--- config.mk ---
export PLATFORM = sky130hd
export DESIGN_NAME = flash_sample_reader
export DESIGN_NICKNAME = d
export VERILOG_FILES = /design/src/rtl/flash_sample_reader.sv
export SDC_FILE = /design/constraint.sdc
export NUM_CORES = 1
export LEC_CHECK = 0
export CORE_MARGIN = 1
export CORE_UTILIZATION = 35
export CTS_CLUSTER_SIZE = 40
export DETAILED_ROUTE_END_ITERATION = 8
export HOLD_SLACK_MARGIN = 0.06
export PLACE_DENSITY = 0.65
export SYNTH_ARGS = -nofsm -noshare
export SYNTH_HDL_FRONTEND = slang
export SYNTH_SLANG_ARGS = --single-unit
export TNS_END_PERCENT = 1
--- constraint.sdc ---
create_clock -name clk -period 3.4 [get_ports clk]
set_clock_uncertainty 0.2 [all_clocks]
set_input_delay 1.02 -clock clk [delete_from_list [all_inputs] [get_ports clk]]
set_output_delay 1.02 -clock clk [all_outputs]
set_load 0.02 [all_outputs]
--- src/rtl/flash_sample_reader.sv ---
// ============================================================================
// Module : flash_sample_reader
// Brief  : Avalon-MM flash word fetcher that plays back one sample per start
//          request, forward or reverse, wrapping inside a word-address region.
// Rev    : 1.0 - initial release
// ============================================================================
`default_nettype none

module flash_sample_reader #(
  parameter int ADDR_W   = 23,
  parameter int DATA_W   = 32,
  parameter int SAMPLE_W = 16
) (
  input  logic                clk,
  input  logic                rst,
  input  logic                start,
  input  logic                restart,
  input  logic                dir,
  input  logic [ADDR_W-1:0]   start_addr,
  input  logic [ADDR_W-1:0]   end_addr,
  output logic [ADDR_W-1:0]   flash_addr,
  output logic                flash_read,
  input  logic                flash_waitrequest,
  input  logic [DATA_W-1:0]   flash_readdata,
  input  logic                flash_readdatavalid,
  output logic [SAMPLE_W-1:0] sample_out,
  output logic                sample_valid,
  output logic                busy,
  output logic                wrapped
);

  localparam int NSAMP  = DATA_W / SAMPLE_W;
  localparam int SLOT_W = (NSAMP > 1) ? $clog2(NSAMP) : 1;
  localparam logic [SLOT_W-1:0] C_SLOT_LAST = SLOT_W'(NSAMP - 1);

  typedef enum logic [1:0] {
    S_IDLE = 2'd0,
    S_REQ  = 2'd1,
    S_WAIT = 2'd2,
    S_EMIT = 2'd3
  } state_t;

  state_t              r_state;
  state_t              w_next;
  logic [ADDR_W-1:0]   r_addr;
  logic [DATA_W-1:0]   r_buf;
  logic                r_full;
  logic [SLOT_W-1:0]   r_slot;
  logic                r_wdir;
  logic                r_pending;
  logic [SAMPLE_W-1:0] r_sample;
  logic                r_valid;
  logic                r_wrapped;

  logic                w_read;
  logic                w_latch;
  logic                w_emit;
  logic                w_reload;
  logic                w_wrap;
  logic                w_last;
  logic [ADDR_W-1:0]   w_addr_adv;
  logic [SAMPLE_W-1:0] w_sel;

  always_ff @(posedge clk) begin
    if (rst) r_state <= S_IDLE;
    else     r_state <= w_next;
  end

  // A restart seen during a bus transaction (now or earlier) turns the
  // returning word into a discard followed by the reload.
  always_comb begin
    w_next   = r_state;
    w_read   = 1'b0;
    w_latch  = 1'b0;
    w_emit   = 1'b0;
    w_reload = 1'b0;
    case (r_state)
      S_IDLE: begin
        if (restart)    w_reload = 1'b1;
        else if (start) w_next   = r_full ? S_EMIT : S_REQ;
      end
      S_REQ: begin
        w_read = 1'b1;
        if (!flash_waitrequest) w_next = S_WAIT;
      end
      S_WAIT: begin
        if (flash_readdatavalid) begin
          if (r_pending || restart) begin
            w_reload = 1'b1;
            w_next   = S_IDLE;
          end else begin
            w_latch = 1'b1;
            w_next  = S_EMIT;
          end
        end
      end
      S_EMIT: begin
        w_emit = 1'b1;
        w_next = S_IDLE;
        if (r_pending || restart) w_reload = 1'b1;
      end
      default: w_next = S_IDLE;
    endcase
  end

  always_comb begin
    w_wrap = dir ? (r_addr == start_addr) : (r_addr == end_addr);
    if (dir) w_addr_adv = w_wrap ? end_addr   : r_addr - ADDR_W'(1);
    else     w_addr_adv = w_wrap ? start_addr : r_addr + ADDR_W'(1);
    w_last = r_wdir ? (r_slot == '0) : (r_slot == C_SLOT_LAST);
  end

  always_comb begin
    w_sel = '0;
    for (int i = 0; i < NSAMP; i++) begin
      if (r_slot == SLOT_W'(i)) w_sel = r_buf[i*SAMPLE_W +: SAMPLE_W];
    end
  end

  always_ff @(posedge clk) begin
    if (rst) begin
      r_addr    <= '0;
      r_buf     <= '0;
      r_full    <= 1'b0;
      r_slot    <= '0;
      r_wdir    <= 1'b0;
      r_pending <= 1'b0;
      r_sample  <= '0;
      r_valid   <= 1'b0;
      r_wrapped <= 1'b0;
    end else begin
      r_valid   <= w_emit;
      r_wrapped <= 1'b0;
      if (w_latch) begin
        r_buf     <= flash_readdata;
        r_full    <= 1'b1;
        r_wdir    <= dir;
        r_slot    <= dir ? C_SLOT_LAST : '0;
        r_addr    <= w_addr_adv;
        r_wrapped <= w_wrap;
      end
      if (w_emit) begin
        r_sample <= w_sel;
        r_slot   <= r_wdir ? (r_slot - SLOT_W'(1)) : (r_slot + SLOT_W'(1));
        if (w_last) r_full <= 1'b0;
      end
      // Reload comes last so it overrides the emit-path buffer bookkeeping.
      if (w_reload) begin
        r_addr    <= dir ? end_addr : start_addr;
        r_full    <= 1'b0;
        r_pending <= 1'b0;
      end else if (restart && (r_state == S_REQ || r_state == S_WAIT)) begin
        r_pending <= 1'b1;
      end
    end
  end

  assign flash_read   = w_read;
  assign flash_addr   = r_addr;
  assign sample_out   = r_sample;
  assign sample_valid = r_valid;
  assign busy         = (r_state != S_IDLE);
  assign wrapped      = r_wrapped;

endmodule

`default_nettype wire

# Word-level counts from Yosys, hierarchy flattened
# Cells that the tools add are included.
# word_totals
reg_bits,79
output_inout_bits,43
# op_classes
muxes,32
n_bitwise,2
eq_ne,9
reduce_logical,10
add_sub_neg,4
# op_table
operator,count
$mux 23,6
$eq 23x23->1,2
$add 23x1->23 const B,1
$sub 23x1->23 const B,1
$mux 1,17
$mux 16,1
$mux 2,6
$ne 2x2->1 const B,4
$pmux 2 s4,1
$reduce_bool 2->1,3
$eq 2x2->1 const B,2
$reduce_and 4->1,1
$reduce_or 2->1,2
$pmux 1 s3,1
$eq 2x1->1 const B,1
$logic_not 2->1,1
$logic_or 1x1->1,2
$not 1->1,2
$add 1x1->1 const B,1
$logic_and 1x1->1,1
$sub 1x1->1 const B,1

# Depth between registers and ports, before layout
# logic_depth
depth_word,7
depth_mapped,11

# Least setup slack after synthesis
# No wires, ideal clock.
# synth_path
path_type,input-to-reg
start,input port dir
end,"register r_addr[9], in the netlist flash_addr[9]"
setup_time_ps,122
slack_ps,99
required_time_ps,3078
path_stages,10
arrival_time_ps,2979
path_buffers,3
cell_sequence,buf_2 -> buf_2 -> mux2i_1 -> xnor2_1 -> nor4_1 -> nand2_1 -> o31ai_1 -> clkbuf_1 -> a21oi_1 -> o311a_1
# synth_via
elab_chain_len,5
# synth_rtl
element,line,source
from (decl),18,"input logic dir,"
$mux 1,107,w_wrap = dir ? (r_addr == start_addr) : (r_addr == end_addr);
"$mux 23, on equally long branches","109, 108",
$mux 23,108,if (dir) w_addr_adv = w_wrap ? end_addr : r_addr - ADDR_W'(1);
$mux 23,134,if (w_latch) begin
$mux 23 (*),148,if (w_reload) begin
to (signal assigned),139,r_addr <= w_addr_adv;
to (signal assigned),149,r_addr <= dir ? end_addr : start_addr;
to (decl),45,logic [ADDR_W-1:0] r_addr;
# Mark *: on every way between the ends. The rest lies on a longest branch, timed or not. The select of a mux whose other input is x is not followed.
# A chain may end at the register's enable or synchronous reset.

# Final worst setup path
# layout_path
start,input port dir
end,"register r_addr[6], in the netlist flash_addr[6]"
# Same word-level chain as after synthesis.

==> results.py <==
metrics = {
    "power": {
        "pwr-share-seq_pct": 32.1,
        "p_switching_uw": 1540,
        "comb_power_share_pct": 42.5,
        "clkPwrFrac_pct": 25.4,
        "irDropWorstVdd_mv": 0.293,
        "switching_share_pct": 38.3,
        "p_int_uw": 2470,
        "power.leakage_uw": 0.00252,
        "powerDensity_mw_per_mm2": 583,
    },
    "route": {
        "viasPerCell": 5.41,
        "vias": 4983,
        "remaining_drc_errors": 0,
        "first_iter_violations": 250,
        "final_antenna_net_count": 0,
        "finalWirelength_um": 15800,
        "drtPass1Iterations": 5,
        "drt-wirelength-per-cell_um": 17.2,
    },
    "sta": {
        "rsz0062_at_grt": "yes",
        "tightest_slew_ps": 796,
        "max_freq_mhz": 302,
        "max_slew_margin_pct": 46.9,
        "maxSlewViolCount": 0,
        "finalHoldViolCount": 0,
        "finalWorstSetupSlack_ps": 85.1,
        "post-route-period-util_pct": 97.5,
        "period_minus_slack_ps": 3310,
        "final-setup-viol-count": 0,
    },
    "critical_path": {
        "critPathCaptureType": "flop",
        "path_class": "in2reg",
        "crit_start": "dir",
        "r2r_start": "flash_addr[3]",
        "required_ps": 3470,
        "critPathMaxFanout": 15,
        "cp.arrival_ps": 3390,
        "crit_path_start_kind": "input pin",
    },
    "grt": {
        "grtUsageTotal_pct": 21.6,
        "top_usage_layer": "met2",
        "use_met1_pct": 27.3,
        "grt_pass1_wl_um": 24700,
        "use_met2_pct": 37.5,
        "grt_overflow": 0,
        "grt_pass1_vias": 4910,
        "grt_max_degree": 47,
        "antenna_found_initial": 0,
        "grtUsageMet3_pct": 4.33,
    },
    "placement": {
        "pre_cts_ws_ps": -232,
        "dp.final_hpwl_um": 11800,
        "gp_congestion": 0.901,
        "io_buffers": 127,
    },
    "clock_network": {
        "postCtsHoldBufs": 0,
        "cts.sinks": 79,
        "cts-root-buf": "clkbuf_16",
        "clkTransAtPathRegs_ps": 60,
        "cts.repair.resized": 0,
        "cts_inserted_buffers": 9,
        "htreeDepth": 3,
        "postCtsSetupBuffers": 0,
        "clk_latency_ps": 330,
        "cts_tree": "done",
        "cts.path.max_buffers": 2,
    },
    "logic_synthesis": {
        "async_flop_share_pct": 0,
        "synth.area.top_cells": "dfxtp_1 (33%), mux2i_1 (13%), nand2_1 (6.8%)",
        "synth_area_per_cell_um2": 7.96,
        "yosysTopAreaCellShare_pct": 32.7,
        "synth_top_area_cell": "dfxtp_1",
        "synthCells": 607,
        "synth_common_cells": "nand2_1 (88), dfxtp_1 (79), mux2i_1 (65)",
        "yosys_warnings": 0,
        "synth_cell_types": 55,
        "syn-cell-area_mm2": 0.00483,
        "ys_seq_elements": 79,
        "synth-seq-area-share_pct": 32.7,
        "yosysMostFrequentCell": "nand2_1",
        "synth_edf_count": 0,
        "synth-main-ff-cell": "dfxtp_1",
        "synth_nets": 699,
    },
    "floorplanning": {
        "chipHeight_um": 120,
        "rows": 42,
        "die-area_mm2": 0.0143,
        "die_w_um": 120,
        "ioPinCount": 128,
        "coreArea_mm2": 0.0133,
        "start_util_pct": 36.2,
    },
    "finish": {
        "finalCoreUtilization_pct": 51.5,
        "area_growth_pct": 42.2,
        "drive_gt1_share_pct": 11.7,
        "nNetsFinal": 832,
        "num_antenna_cells": 0,
    },
    "run_status": {
        "status": "complete, no violations",
    },
    "min_path": {
        "hp-class": "reg2reg",
        "hold_start": "r_buf[0]",
    },
    "run": {
        "maxCapViolCount": 0,
    },
}
## metrics by stage
stage | area, um2 | TNS, ps | std cells | hold WS, ps | power, uW
3_3_place_gp | 6550 | -2380 | 905 | 242 | 2970
5_1_grt | 6880 | -2.43 | 921 | 284 | 4220
6_report | 6880 | 0 | 921 | 254 | 4010
3_5_place_dp | 6550 | -3900 | 905 | 248 | 2990
4_1_cts | 6860 | 0 | 921 | 257 | 4030
2_1_floorplan | 4830 | 0 | 607 | 236 | 2260
## cell usage in the layout, fill, tap and decap left out, types with 8 or more instances in the layout
| master | count |
|---|---|
| nor3_1 | 12 |
| clkdlybuf4s50_1 | 125 |
| clkbuf_16 | 9 |
| a211oi_1 | 18 |
| or3_1 | 9 |
| nand4_1 | 14 |
| buf_4 | 46 |
| nor2_1 | 45 |
| mux2i_1 | 65 |
| nand2_1 | 88 |
| dfxtp_1 | 79 |
| a31oi_1 | 12 |
| o311a_1 | 14 |
| a21oi_1 | 62 |
| nor4_1 | 8 |
| inv_1 | 11 |
| nand3_1 | 10 |
| xnor2_1 | 24 |
## flip-flops by register name, indices dropped and copies added, names as in the netlist
signal and cells:
r_full 1, sample_valid 1, sample_out 16, r_state 2, r_slot 1, r_pending 1, r_buf 32, wrapped 1
flash_addr 23, r_wdir 1
## worst paths after layout
path | cells after the start | slack (ps) | end
worst max-delay path | 10 | 90 | flash_addr[6]
worst max register to register | 7 | 550 | flash_addr[19]
worst min-delay path | 2 | 250 | r_buf[0]
worst min register to register | 2 | 250 | r_buf[0]
## area by class of cell
class / count / area, um2
multi-input cells: 460 / 3000
flip-flops and latches: 79 / 1580
well taps: 176 / 220
fillers: 1311 / 6470
inverters: 11 / 41.3
repair buffers: 179 / 1720
clock buffers: 10 / 239
clock inverters: 6 / 76.3
## critical path, stage by stage
cell	delay (ps)
buf_2	210
buf_12	190
mux2i_1	230
xnor2_1	80
nor4_1	400
nand4_1	310
or2_2	440
buf_4	200
o2111ai_1	100
o311a_1	200
## power by group through the flow
stage | combinational [uW] | clock, uW | sequential, uW
floorplan | 982 | 0 | 1280
global placement | 1670 | 0 | 1300
detailed placement | 1690 | 0 | 1300
CTS | 1700 | 1050 | 1280
global route | 1830 | 1080 | 1310
finish | 1710 | 1020 | 1290
## cells by family (layout without fill, tap and decap cells)
group | after synthesis | after routing | synth area share [%]
and+or+nand+nor | 220 | 220 | 21.8
muxes | 68 | 68 | 14.2
xor gates and xnor gates | 26 | 26 | 4.71
AOI/OAI and AO/OA | 139 | 139 | 19.0
adders and majority gates | 7 | 7 | 1.81
DFF | 79 | 79 | 32.7
buffers and inverters | 68 | 206 | 5.87
## layer usage
metal	up-vias	share of wire, %
met4	0	1.6
met3	18	6.9
met2	192	46
li1	2447	-
met1	2326	45
met5	-	0
(Power assumes the default switching activity.)
